File: src/rtl/uart_rx_byte.sv
// 8N1 UART receiver, LSB first, with 3-sample mid-bit majority vote.
// Delivers each good byte as a one-cycle rx_ready strobe and flags bad stop bits on frame_err.
module uart_rx_byte #(
  parameter int BIT_CNT = 5208
) (
  input  logic       clk,
  input  logic       rst,
  input  logic       rx,
  output logic       rx_ready,
  output logic [7:0] rx_data,
  output logic       frame_err,
  output logic       busy
);

  // state | meaning
  // IDLE  | line idle, waiting for a falling edge
  // START | timing the start bit, rejecting glitches at mid-bit
  // DATA  | shifting in 8 data bits, LSB first
  // STOP  | checking the stop bit at mid-bit
  // BREAK | stop bit was low; wait for the line to return high

  localparam int HALF = BIT_CNT / 2;
  localparam int CW   = $clog2(BIT_CNT);

  localparam logic [CW-1:0] CNT_LAST = CW'(BIT_CNT - 1);
  localparam logic [CW-1:0] SMP_0    = CW'(HALF - 1);
  localparam logic [CW-1:0] SMP_1    = CW'(HALF);
  localparam logic [CW-1:0] SMP_DEC  = CW'(HALF + 1);

  typedef enum logic [2:0] {
    IDLE  = 3'd0,
    START = 3'd1,
    DATA  = 3'd2,
    STOP  = 3'd3,
    BREAK = 3'd4
  } state_t;

  state_t          state_q, state_d;
  logic [CW-1:0]   cnt_q, cnt_d;
  logic [2:0]      idx_q, idx_d;
  logic [7:0]      shift_q, shift_d;
  logic [1:0]      smp_q, smp_d;
  logic [7:0]      data_q, data_d;
  logic            ready_q, ready_d;
  logic            err_q, err_d;
  logic            rx_meta_q, rx_s_q, rx_d_q;

  logic fall;
  logic maj;
  logic decide;
  logic cnt_last;

  assign fall     = rx_d_q & ~rx_s_q;
  assign maj      = (smp_q[0] & smp_q[1]) | (smp_q[0] & rx_s_q) | (smp_q[1] & rx_s_q);
  assign decide   = (cnt_q == SMP_DEC);
  assign cnt_last = (cnt_q == CNT_LAST);

  always_ff @(posedge clk or negedge rst) begin
    if (!rst) begin
      rx_meta_q <= 1'b1;
      rx_s_q    <= 1'b1;
      rx_d_q    <= 1'b1;
    end else begin
      rx_meta_q <= rx;
      rx_s_q    <= rx_meta_q;
      rx_d_q    <= rx_s_q;
    end
  end

  always_ff @(posedge clk or negedge rst) begin
    if (!rst) begin
      state_q <= IDLE;
      cnt_q   <= '0;
      idx_q   <= '0;
      shift_q <= '0;
      smp_q   <= '0;
      data_q  <= '0;
      ready_q <= 1'b0;
      err_q   <= 1'b0;
    end else begin
      state_q <= state_d;
      cnt_q   <= cnt_d;
      idx_q   <= idx_d;
      shift_q <= shift_d;
      smp_q   <= smp_d;
      data_q  <= data_d;
      ready_q <= ready_d;
      err_q   <= err_d;
    end
  end

  always_comb begin
    state_d = state_q;
    cnt_d   = cnt_q;
    idx_d   = idx_q;
    shift_d = shift_q;
    smp_d   = smp_q;
    data_d  = data_q;
    ready_d = 1'b0;
    err_d   = 1'b0;

    if (state_q != IDLE) begin
      cnt_d = cnt_last ? '0 : cnt_q + 1'b1;
    end
    if (cnt_q == SMP_0) smp_d[0] = rx_s_q;
    if (cnt_q == SMP_1) smp_d[1] = rx_s_q;

    case (state_q)
      IDLE: begin
        cnt_d = '0;
        if (fall) state_d = START;
      end
      START: begin
        if (decide && maj) begin
          state_d = IDLE;
          cnt_d   = '0;
        end else if (cnt_last) begin
          state_d = DATA;
          idx_d   = '0;
        end
      end
      DATA: begin
        if (decide) shift_d[idx_q] = maj;
        if (cnt_last) begin
          if (idx_q == 3'd7) state_d = STOP;
          else               idx_d   = idx_q + 3'd1;
        end
      end
      STOP: begin
        // Leave mid stop bit so a back-to-back start edge is caught on time.
        if (decide) begin
          cnt_d = '0;
          if (maj) begin
            data_d  = shift_q;
            ready_d = 1'b1;
            state_d = IDLE;
          end else begin
            err_d   = 1'b1;
            state_d = BREAK;
          end
        end
      end
      BREAK: begin
        cnt_d = '0;
        if (rx_s_q) state_d = IDLE;
      end
      default: begin
        state_d = IDLE;
        cnt_d   = '0;
      end
    endcase
  end

  assign rx_ready  = ready_q;
  assign rx_data   = data_q;
  assign frame_err = err_q;
  assign busy      = (state_q != IDLE);

endmodule
File: config.mk
export PLATFORM = sky130hd
export DESIGN_NAME = uart_rx_byte
export DESIGN_NICKNAME = d
export VERILOG_FILES = /design/src/rtl/uart_rx_byte.sv
export SDC_FILE = /design/constraint.sdc
export NUM_CORES = 1
export LEC_CHECK = 0
export CORE_MARGIN = 5
export CORE_UTILIZATION = 52
export CTS_CLUSTER_SIZE = 10
export DETAILED_ROUTE_END_ITERATION = 7
export PLACE_DENSITY = 0.75
export SLEW_MARGIN = 20
export SYNTH_ARGS = -nofsm -noshare
export SYNTH_HDL_FRONTEND = slang
export SYNTH_SLANG_ARGS = --single-unit
File: constraint.sdc
create_clock -name clk -period 1.87 [get_ports clk]
set_input_delay 0.374 -clock clk [delete_from_list [all_inputs] [get_ports clk]]
set_output_delay 0.374 -clock clk [all_outputs]
set_load 0.005 [all_outputs]
### Yosys cells after proc, flatten, opt, wreduce, memory -nomap -nowiden

Index checks and enable logic that the tools add are counted.

| word-level totals | value |
|---|---|
| register bits | 42 |
| bits of input ports | 3 |
| output and inout bits | 11 |
| word-level logic and storage cells | 78 |

| operators by class | value |
|---|---|
| $add $sub $neg | 2 |
| order comparisons | 2 |
| eq/ne operators | 18 |
| mux-type cells | 28 |
| bitwise gates (word level) | 7 |
| reductions and logical operators | 9 |

Operators by type and width:

| kind | count |
|---|---|
| two-way mux 13 bit | 4 |
| == test 13 x 12 -> 1 bit, second input constant | 3 |
| case mux 13 bit (3 select lines) | 1 |
| two-way mux 3 bit | 12 |
| inequality test 2 bit, second input constant | 8 |
| case mux 3 bit (5 select lines) | 1 |
| adder 13 x 1 -> 13 bit, second input constant | 1 |
| == test 13 bit, second input constant | 1 |
| bitwise mux 8 bit | 1 |
| two-way mux 1 bit | 7 |
| == test 3 x 2 -> 1 bit, second input constant | 2 |
| == test 3 bit, second input constant | 2 |
| case mux 3 bit (2 select lines) | 1 |
| AND reduction 6 bit | 1 |
| AND reduction 5 bit | 1 |
| AND 1 bit | 4 |
| less-than comparator 3 x 4 -> 1 bit, second input constant | 1 |
| adder 3 x 1 -> 3 bit, second input constant | 1 |
| demux 1 bit (select 3 bit) | 1 |
| == test 3 x 1 -> 1 bit, second input constant | 1 |
| greater-or-equal comparator 3 x 1 -> 1 bit, second input constant | 1 |
| logical NOT 3 bit | 1 |
| inequality test 3 bit, second input constant | 1 |
| AND reduction 3 bit | 1 |
| 6 further kinds | 8 |

### Depth between registers and ports, before layout

Gate-level depths: netlist of run 1.

| logic depth | value |
|---|---|
| word-level depth | 6 |
| gate-level depth with buffers | 8 |
| gate-level depth less buffers | 7 |

### Least setup slack after synthesis of run 1

OpenSTA, ideal clock, no wires.

| path | value |
|---|---|
| kind | flip-flop to flip-flop |
| start point | register cnt_q[4] |
| end point | register shift_q[4] |
| library setup time | 0.125 ns |
| arrival | 1.941 ns |
| required time | 1.745 ns |
| path slack | -0.195 ns |
| stages on the path, launching flop included | 6 |
| buffers on the path | 0 |
| clock period less this slack | 2.065 ns |
| cells stage by stage | dfrtp_1 -> or4b_4 -> nor4_4 -> nand3b_1 -> nor3b_1 -> mux2_2 |

| on the way | value |
|---|---|
| word-level cells in the longest chain between the ends | 2 |

Ends and longest elaborated chain:

| element | RTL line | text |
|---|---|---|
| start, declared | 39 | `logic [CW-1:0] cnt_q, cnt_d;` |
| start signal, assigned | 82 | `cnt_q <= cnt_d;` |
| == test 13 x 12 -> 1 bit | 55 | `assign decide = (cnt_q == SMP_DEC);` |
| AND reduction 2 bit (no line) | -- |  |
| end signal, assigned | 84 | `shift_q <= shift_d;` |
| end, declared | 41 | `logic [7:0] shift_q, shift_d;` |

Every way passes these cells.
A chain may end at the register's enable or synchronous reset.

### Worst setup path after layout of run 1

Same ends and word-level chain as after synthesis.

==> results of run 1 <==
==> sequential cells by signal (all words and copies together), names as in the netlist <==
name	count
frame_err	1
idx_q	3
state_q	3
smp_q	2
rx_ready	1
rx_data	8
rx_s_q	1
rx_d_q	1
cnt_q	13
shift_q	8
rx_meta_q	1
==> synthesized netlist by cell type, types with 4 or more instances <==
master | instances | share of area [%]
sky130_fd_sc_hd__inv_1 | 8 | 1.5
sky130_fd_sc_hd__nor3_1 | 8 | 2.0
sky130_fd_sc_hd__xnor2_1 | 5 | 2.2
sky130_fd_sc_hd__buf_2 | 5 | 1.2
sky130_fd_sc_hd__mux2_1 | 4 | 2.2
sky130_fd_sc_hd__nor2_1 | 21 | 3.9
sky130_fd_sc_hd__dfrtp_1 | 39 | 48
sky130_fd_sc_hd__nand2_1 | 14 | 2.6
sky130_fd_sc_hd__o21ai_0 | 6 | 1.5
sky130_fd_sc_hd__clkbuf_1 | 5 | 0.93
sky130_fd_sc_hd__nand3_1 | 10 | 2.5
sky130_fd_sc_hd__ha_1 | 5 | 3.1
sky130_fd_sc_hd__xor2_1 | 5 | 2.2
sky130_fd_sc_hd__mux2_2 | 13 | 7.2
==> final cells by class <==
| cell class | instances | area (sq um) | share of cell area, % |
|---|---|---|---|
| inverter | 8 | 30.0 | 1.09 |
| multi-input combinational | 127 | 1100 | 39.8 |
| sequential | 42 | 1060 | 38.2 |
| timing repair buffer | 46 | 409 | 14.8 |
| clock buffer | 5 | 68.8 | 2.49 |
| clock inverter | 3 | 40.0 | 1.45 |
| tap | 48 | 60.1 | 2.17 |
==> power breakdown <==
part,internal (mW),switching [mW]
Clock,0.393,0.322
Combinational,0.238,0.242
Sequential,0.967,0.0423
==> worst min path at each step <==
| stage | start | cells after the start | to | slack, ps |
|---|---|---|---|---|
| detailed placement | rx_meta_q | 0 | rx_s_q | 350 |
| global route | rst | 2 | shift_q[1] | 180 |
| finish | rst | 2 | shift_q[5] | 120 |
| global placement | rx_meta_q | 0 | rx_s_q | 350 |
| CTS | rst | 2 | shift_q[1] | 140 |
| floorplan | rst | 0 | cnt_q[0] | 80 |
==> worst reg2reg max path: stages, from the launching register on <==
cell                       delay, ps
sky130_fd_sc_hd__dfrtp_1         390
sky130_fd_sc_hd__or4b_4          560
sky130_fd_sc_hd__nor4_4          200
sky130_fd_sc_hd__nand3b_1        240
sky130_fd_sc_hd__nor3b_2         250
sky130_fd_sc_hd__mux2_4          320
==> cells by family (layout without fill, tap and decap cells) <==
family	Yosys count	count (layout)	synth area share, %
AO/OA/AOI/OAI	17	17	5.74
XOR/XNOR	10	10	4.32
adder cells (fa/ha/maj)	6	6	3.58
buffers and inverters	18	62	3.64
flip-flops	42	42	52.1
multiplexers	17	17	9.45
AND/OR/NAND/NOR	77	77	21.2
==> metrics by stage <==
stage | utilization (%) | power [mW]
global route | 74.4 | 2.31
detailed placement | 64.8 | 1.45
global placement | 64.8 | 1.42
finish | 74.4 | 2.20
floorplan | - | 1.25
CTS | 72.7 | 2.17
==> layer usage <==
layer	up-vias	routed length, um	global-route usage (%)
met1	758	1860	22.0
met2	39	2390	33.7
met4	0	125	7.79
met5	-	0	0
li1	729	-	-
met3	11	176	4.99
==> repair_timing <==
action | 4_1_cts | 5_1_grt
setup endpoints to repair | 28 | 34
buffers inserted | 6 | 2
gates resized for setup | 31 | 15
pin swaps | 9 | 5
cloned | 1 | 0
==> reports/summary.txt, run 1 <==
====================================================================================================
Number of clock buffers inserted by TritonCTS .........................................            5
Worst hold path type ..................................................................     in2async
Startpoint kind of the worst setup timing path ........................................     register
Crit path from ........................................................................     cnt_q[4]
Core Region ........................................................................... 0.00372 sq mm
GRT Resource Usage Total ..............................................................        19.1%
Placed Instances ......................................................................          263
Count of state elements after synthesis ...............................................           42
Critical R2R Launch ...................................................................     cnt_q[4]
Commonest non-fill, non-tap cell in the layout ........................................ sky130_fd_sc_hd__dfrtp_1
Share of final-layout standard cells stronger than drive strength 1 ...................        40.3%
Nets in the synthesized netlist .......................................................          195
Post-place setup slack ................................................................      -224 ps
Max Transition Viols Final ............................................................            0
Hold slack final ......................................................................       120 ps
Number of clock sinks .................................................................           42
Die Span Y ............................................................................      72.4 um
Power Density .........................................................................  797 mW/mm^2
Commonest non-fill, non-tap cells in the layout ....................................... sky130_fd_sc_hd__dfrtp_1 (38), sky130_fd_sc_hd__buf_4 (30), sky130_fd_sc_hd__nor2_1 (18)
Layout fillers ........................................................................          242
Smallest setup slack after layout .....................................................      -195 ps
Global-route wire length before repair ................................................      7.73 mm
Boundary pin count ....................................................................           14
Diode count ...........................................................................            0
Antenna violations before repair ......................................................            0
DRC Markers ...........................................................................            0
Static Leakage ........................................................................      1.26 nW
Post-Syn Instances ....................................................................          187
RR Endpoint ...........................................................................   shift_q[4]
Clock-pin slew reported for the worst setup and hold paths after clock tree synthesis .        80 ps
DPL Wire Length .......................................................................      2.97 mm
Standard cell area after detailed placement ........................................... 0.00241 sq mm
Transition time at the pin with the least slew margin .................................       510 ps
Asr flop ratio synth ..................................................................         100%
Initial Utilization ...................................................................        54.5%
Syn-to-layout area delta ..............................................................        36.6%
Timing-limited maximum frequency ......................................................      484 MHz
CTS Root Cell ......................................................................... sky130_fd_sc_hd__clkbuf_8
Final instance area ................................................................... 0.00277 sq mm
IR drop worst, VDD ....................................................................     0.628 mV
Rows ..................................................................................           22
Crit-path max FO ......................................................................            4
Count of max-cap constraint violations ................................................            0
Total routed wirelength ...............................................................      4.55 mm
Post-synthesis cell area .............................................................. 0.00203 sq mm
Number of synthesis warnings ..........................................................            0
CTS max path bufs .....................................................................            2
Final critical-path share of the clock period .........................................         110%
Relative slew slack ...................................................................        66.0%
Die W .................................................................................      72.4 um
Drt first-iter violations .............................................................           62
Run status ............................................................................ finished, violations left
Classification of the worst setup path ................................................      reg2reg
Total number of cells along the worst setup path ......................................            5
Required time of the critical path ....................................................      2060 ps
CP Cell Sequence ...................................................................... or4b_4 > nor4_4 > nand3b_1 > nor3b_2 > mux2_4
Violated checks ....................................................................... setup timing
CP Capture Point ......................................................................   shift_q[4]
Routed length per placed instance .....................................................      16.3 um
Largest delay contributor family on the critical path ................................. simple AND/OR/NAND/NOR gates
Leading register cell type out of synthesis ........................................... sky130_fd_sc_hd__dfrtp_1
Post-synth EDFFs ......................................................................            0
Worst endpoint data arrival time ......................................................      2260 ps
Die Footprint ......................................................................... 0.00524 sq mm
Reg2Reg Depth .........................................................................            5
Number of global-route vias before repair .............................................         1671
Highest-delay cell along the critical path ............................................ sky130_fd_sc_hd__or4b_4
Final count of negative-setup-slack endpoints .........................................           28
Final count of hold timing violations .................................................            0
Number of levels the H-tree was split into ............................................            2
Overflow after GRT ....................................................................            0
Number of cells in the finished layout apart from fillers .............................          279
Layout Skew ...........................................................................      5.68 ps
Clk_lat worst skew ....................................................................       300 ps
Hold buffer count at cts ..............................................................            0
Slowest Stage Delay on Critical Path ..................................................       560 ps
IO buf count ..........................................................................           13
CTS tree ..............................................................................        built
Crit end category .....................................................................     register
Largest net degree at the start of global routing .....................................           43
Distinct cells, synth .................................................................           40
Sequential share of the synthesized area ..............................................        52.1%
Number of nets in the layout ..........................................................          238
Gpl congestion ........................................................................        0.909
Unrepaired setup endpoints after global routing .......................................          yes
Mean cell area of the mapped netlist ..................................................   10.8 sq um
Total number of vias ..................................................................         1537
Accumulated negative setup slack ......................................................     -3400 ps
Clock period minus final worst setup slack ............................................      2060 ps
Buf+Inv Stages, Crit Path .............................................................            0
Slack of the worst reg-to-reg path ....................................................      -190 ps
Number of nets with antenna violations after routing ..................................            0
Number of optimization iterations in the first detailed-route pass ....................            4
Post-DR vias/cell .....................................................................         5.51
====================================================================================================
No activity file was read; power rests on OpenSTA's default activity.
==> run 2: changes to the inputs <==
--- a/config.mk
+++ b/config.mk
@@ -7,10 +7,8 @@
 export LEC_CHECK = 0
 export CORE_MARGIN = 5
 export CORE_UTILIZATION = 52
-export CTS_CLUSTER_SIZE = 10
 export DETAILED_ROUTE_END_ITERATION = 7
 export PLACE_DENSITY = 0.75
-export SLEW_MARGIN = 20
 export SYNTH_ARGS = -nofsm -noshare
 export SYNTH_HDL_FRONTEND = slang
 export SYNTH_SLANG_ARGS = --single-unit
==> results of run 2 <==
Final layout, timing and power as in run 1 (identical DEF).
